--- config.mk ---
export PLATFORM = sky130hd
export DESIGN_NAME = uart_bus_bridge
export DESIGN_NICKNAME = d
export VERILOG_FILES = /design/src/rtl/uart_bus_bridge.sv
export SDC_FILE = /design/constraint.sdc
export NUM_CORES = 1
export LEC_CHECK = 0
export ABC_CLOCK_PERIOD_IN_PS = 2210
export BUFFER_PORTS_ARGS = -buffer_cell sky130_fd_sc_hd__clkbuf_2
export CAP_MARGIN = 15
export CORE_ASPECT_RATIO = 0.7
export CORE_MARGIN = 1.5
export CORE_UTILIZATION = 48
export CTS_BUF_LIST = sky130_fd_sc_hd__clkbuf_16
export CTS_CLUSTER_SIZE = 40
export DETAILED_ROUTE_END_ITERATION = 6
export MAX_ROUTING_LAYER = met4
export PLACE_DENSITY = 0.86
export SYNTH_ARGS = -nofsm -noshare
export SYNTH_HDL_FRONTEND = slang
export SYNTH_SLANG_ARGS = --single-unit
--- constraint.sdc ---
create_clock -name clock -period 2.21 [get_ports clock]
set_input_delay 0.1105 -clock clock [delete_from_list [all_inputs] [get_ports clock]]
set_output_delay 0.1105 -clock clock [all_outputs]
set_load 0.1 [all_outputs]
--- src/rtl/uart_bus_bridge.sv ---
// Host command bridge: UART RX bytes -> framed 32-bit bus read/write -> UART TX reply.
// Latency: one RX byte consumed every two cycles; bus phase waits for busAck; reply one byte per two cycles.
// Backpressure: rxPop only while rxValid, txPush only after txReady; a stalled bus holds until reset.
module uart_bus_bridge #(
    parameter int TIMEOUT = 100_000
) (
    input  logic        clock,
    input  logic        reset,
    input  logic [7:0]  rxByte,
    input  logic        rxValid,
    output logic        rxPop,
    output logic [7:0]  txByte,
    output logic        txPush,
    input  logic        txReady,
    output logic [31:0] busAddr,
    output logic [31:0] busWData,
    output logic        busWrite,
    output logic        busRead,
    input  logic [31:0] busRData,
    input  logic        busAck,
    output logic        idle
);

    localparam int CW = (TIMEOUT > 1) ? $clog2(TIMEOUT) : 1;
    localparam logic [CW-1:0] TIMER_RELOAD = CW'(TIMEOUT - 1);

    localparam logic [7:0] CMD_WRITE = 8'h57;
    localparam logic [7:0] CMD_READ  = 8'h52;
    localparam logic [7:0] REPLY_ACK = 8'h06;
    localparam logic [7:0] REPLY_NAK = 8'h15;

    typedef enum logic [2:0] {
        IDLE,
        ADDR,
        DATA,
        BUS,
        RESP,
        NAK
    } state_t;

    state_t         state;
    logic           cmdWrite;   // held opcode of the current frame: 1 = write, 0 = read
    logic [1:0]     idx;        // byte index within ADDR/DATA/RESP
    logic [31:0]    rdData;     // read data captured on busAck
    logic [CW-1:0]  timer;      // inter-byte timeout inside a frame
    logic [7:0]     respByte;

    assign idle = (state == IDLE);

    // Select the reply byte for the current RESP index (write: single ack, read: data MSB first).
    always_comb begin
        respByte = REPLY_ACK;
        if (!cmdWrite) begin
            case (idx)
                2'd0:    respByte = rdData[31:24];
                2'd1:    respByte = rdData[23:16];
                2'd2:    respByte = rdData[15:8];
                default: respByte = rdData[7:0];
            endcase
        end
    end

    // Frame FSM; rxPop/txPush are registered strobes, the byte is consumed/pushed while the strobe is high.
    always_ff @(posedge clock) begin
        if (reset) begin
            state    <= IDLE;
            cmdWrite <= 1'b0;
            idx      <= 2'd0;
            rdData   <= 32'd0;
            timer    <= '0;
            rxPop    <= 1'b0;
            txPush   <= 1'b0;
            txByte   <= 8'd0;
            busAddr  <= 32'd0;
            busWData <= 32'd0;
            busWrite <= 1'b0;
            busRead  <= 1'b0;
        end else begin
            case (state)
                IDLE: begin
                    if (rxPop) begin
                        rxPop <= 1'b0;
                        idx   <= 2'd0;
                        timer <= TIMER_RELOAD;
                        if (rxByte == CMD_WRITE) begin
                            cmdWrite <= 1'b1;
                            state    <= ADDR;
                        end else if (rxByte == CMD_READ) begin
                            cmdWrite <= 1'b0;
                            state    <= ADDR;
                        end else begin
                            state <= NAK;
                        end
                    end else begin
                        rxPop <= rxValid;
                    end
                end

                ADDR: begin
                    if (rxPop) begin
                        rxPop   <= 1'b0;
                        busAddr <= {busAddr[23:0], rxByte};
                        timer   <= TIMER_RELOAD;
                        idx     <= idx + 2'd1;
                        if (idx == 2'd3) begin
                            state <= cmdWrite ? DATA : BUS;
                        end
                    end else if (timer == '0) begin
                        state <= IDLE;
                    end else begin
                        timer <= timer - 1'b1;
                        rxPop <= rxValid;
                    end
                end

                DATA: begin
                    if (rxPop) begin
                        rxPop    <= 1'b0;
                        busWData <= {busWData[23:0], rxByte};
                        timer    <= TIMER_RELOAD;
                        idx      <= idx + 2'd1;
                        if (idx == 2'd3) begin
                            state <= BUS;
                        end
                    end else if (timer == '0) begin
                        state <= IDLE;
                    end else begin
                        timer <= timer - 1'b1;
                        rxPop <= rxValid;
                    end
                end

                BUS: begin
                    if (busRead || busWrite) begin
                        if (busAck) begin
                            busRead  <= 1'b0;
                            busWrite <= 1'b0;
                            rdData   <= busRData;
                            idx      <= 2'd0;
                            state    <= RESP;
                        end
                    end else begin
                        busWrite <= cmdWrite;
                        busRead  <= !cmdWrite;
                    end
                end

                RESP: begin
                    if (txPush) begin
                        txPush <= 1'b0;
                        if (cmdWrite || idx == 2'd3) begin
                            state <= IDLE;
                        end else begin
                            idx <= idx + 2'd1;
                        end
                    end else if (txReady) begin
                        txPush <= 1'b1;
                        txByte <= respByte;
                    end
                end

                NAK: begin
                    if (txPush) begin
                        txPush <= 1'b0;
                        state  <= IDLE;
                    end else if (txReady) begin
                        txPush <= 1'b1;
                        txByte <= REPLY_NAK;
                    end
                end

                default: state <= IDLE;
            endcase
        end
    end

endmodule
==> run metrics <==
outcome finished, violations left; failing checks setup timing; synth unique cells 47; Sink Count 131; sw frac 0.343; RSZ-0062 raised after global routing yes; area leader, netlist dfxtp_1; Area contributors post-synth dfxtp_1, nand2_1, a21oi_1; CORE AREA 10,600 um^2; Final ANT Viol Nets 0; global route overflow 0; drt wl/cell 15.6 um; CTS tree built; post-synthesis sequential area ratio 0.492; vias per cell 5.58; WHS Endpoint busRead$_SDFFE_PP0P_; Hold Crit Depth 4; I/O Buffers 121; Rel. slew slack 0.547; H-tree depth 4; antenna violations before repair 0; Vias 5,618; Yosys reg bits 131; Ant. Diodes 0; max frequency 446 MHz; crit-path cells or4_4, or3_4, or3_4, or4_4, a31oi_1; CTS root buf clkbuf_16; layout cell share with drive strength beyond 1 0.242; Ys Warns 0; vias in the first global route 5,221; drt first pass iters 5; crit end category flop; critical path launch point type flop; commonest non-fill, non-tap cells in the layout nand2_1, dfxtp_1, clkbuf_2, a21oi_1, dlygate4sd3_1; Hold Crit Start busAck; Post-Syn Instances 683; FF-to-FF setup slack -0.03 ns; CP top delay family simple AND/OR/NAND/NOR gates; r2r endpoint timer[16]$_SDFFE_PP0P_; CTS Buf Count 17; crit-path max cell delay 0.58 ns; Worst-Skew Late Latency 0.41 ns; final setup margin -0.0297 ns; Final Wtd Congestion 0.895; min-delay worst type input port to flop; gr usage total 0.280; clk slew on worst S/H paths 0.06 ns; predominant post-synthesis flop cell dfxtp_1; placed inst area 6190 um^2; fin util 0.687; final worst path period need 2.24 ns; fin. max-slew vios 0; WP buf/inv 0; EDFF count, synth 0; Tcrit/Tclk final 1.01; final wirelength 15.7 mm; average size of a mapped cell 7.81 um^2; worst r2r path cells 5; DRT iter0 DRCs 484; Die ar. 11,800 um^2; FP Rows 31; Die Width 129 um; Setup violations, final 1; Synth Cell Area 5330 um^2; most common cell after layout, fill and taps aside nand2_1; Power per Cell Area 1120 nW/um^2; max-cap viol count 0; die height 91.2 um; Pint 5350 uW; # IOs 122; P_sw 2790 uW; syn_nets 734; VDD IR max 753 uV; Layout area overhead 36.5%; top cell type's share of synthesized area 0.492; Crit path required time 2.54 ns; combinational share of power 0.308; CP max stage cell or4_4; cell area after layout 7280 um^2; Crit Path Max Fanout 5; worst-case clock buffer depth 2; Clock Skew 0.00862 ns; Fin. Hold Viols 0; DRC violations left 0; first-pass GRT wire length 25.4 mm; Pleak 0.00285 uW; Final nets 896; CP Data Arrival Time 2.57 ns; worst slew pin tran 0.674 ns; largest net degree at the start of global routing 46; Sequential Power Share 0.339; fill count 808; Starting Density 0.503; Detail Placement HPWL 9.35 mm; setup tns final -0.0297 ns; part of the power in the clock network 0.352; Crit Path Category flop to flop; Async SR Flop Fraction 0; worst flop-to-flop path startpoint timer[9]$_SDFFE_PP0P_
## worst max-delay path by stage
stage / from / to / slack, ns / cells after the start
2_1_floorplan: timer[9]$_SDFFE_PP0P_ / timer[2]$_SDFFE_PP0P_ / 0.01 / 7
3_3_place_gp: timer[11]$_SDFFE_PP0P_ / timer[4]$_SDFFE_PP0P_ / 0.01 / 6
3_5_place_dp: timer[11]$_SDFFE_PP0P_ / timer[16]$_SDFFE_PP0P_ / -0.08 / 6
4_1_cts: timer[11]$_SDFFE_PP0P_ / timer[16]$_SDFFE_PP0P_ / -0.02 / 5
5_1_grt: timer[0]$_SDFFE_PP0P_ / timer[16]$_SDFFE_PP0P_ / -0.09 / 8
6_report: timer[9]$_SDFFE_PP0P_ / timer[16]$_SDFFE_PP0P_ / -0.03 / 5
## cells in the mapped netlist, drive strengths merged (6+ instances only)
library cell and number:
nor2 26, dfxtp 131, or3 12, a222oi 8, a21oi 117, nand3 7, clkbuf 46, ha 6
nor3 11, or4 9, o31ai 7, o21ai 18, nand2 214, inv 11
## cells by family (layout without fill, tap and decap cells)
group	count (synthesis)	count (layout)	share of synthesized area
buf+inv	59	234	0.0420
flops	131	131	0.492
mux	5	5	0.00939
fa+ha+maj	6	6	0.0141
xor+xnor	6	6	0.00986
compound gates	177	177	0.192
simple gates	299	299	0.240
## final cells by class
class	instances	area, um^2	share of cell area
sequential	131	2630	0.361
multi-input combinational	493	2570	0.353
timing repair buffer	191	1250	0.172
clock buffer	17	425	0.0585
tap	148	185	0.0254
clock inverter	15	180	0.0248
inverter	11	41.3	0.00567
## power by group through the flow
stage | Clock, uW | Combinational, uW | Sequential (uW)
after floorplan | 0 | 1360 | 2930
after global placement | 0 | 2110 | 2770
after detailed placement | 0 | 2160 | 2770
after CTS | 2890 | 2350 | 2730
after global routing | 3000 | 2700 | 2780
final | 2870 | 2510 | 2760
## sequential cells by signal, indices dropped and copies added, names as in the netlist
signal / cells
rxPop: 1
cmdWrite: 1
timer: 17
txByte: 8
state: 3
busWData: 32
busWrite: 1
rdData: 32
txPush: 1
idx: 2
busRead: 1
busAddr: 32
## through the flow
step,hold WS [ns],cells,setup slack [ns],power (uW)
after floorplan,0.246,683,0.0136,4300
after CTS,0.00114,1005,-0.0180,7970
after global routing,0.0335,1006,-0.0850,8480
after detailed placement,0.341,932,-0.0795,4930
after global placement,0.337,932,0.0140,4880
final,0.0158,1006,-0.0297,8140
## layer usage
metal,up-vias,part of all wire,track usage,wire [um]
li1,2682,-,-,-
met1,2603,0.42,0.344,6610
met2,294,0.47,0.440,7430
met3,39,0.081,0.0742,1270
met4,0,0.023,0.109,357
met5,-,0,-,0
## worst min-delay path, cell delays in order
cell and delay [ns]:
clkbuf_2 0.09, nand2_1 0.06, nand2_1 0.07, a21oi_1 0.05
## timing repair
action | in CTS | in global routing
cloned | 0 | 0
resized for setup | 9 | 11
buffers inserted | 1 | 1
hold buffers | 40 | 0
hold endpoints to repair | 45 | 0
setup endpoints to repair | 7 | 13
pin swaps | 1 | 6
Note: power is estimated with default switching activity, not from simulation.
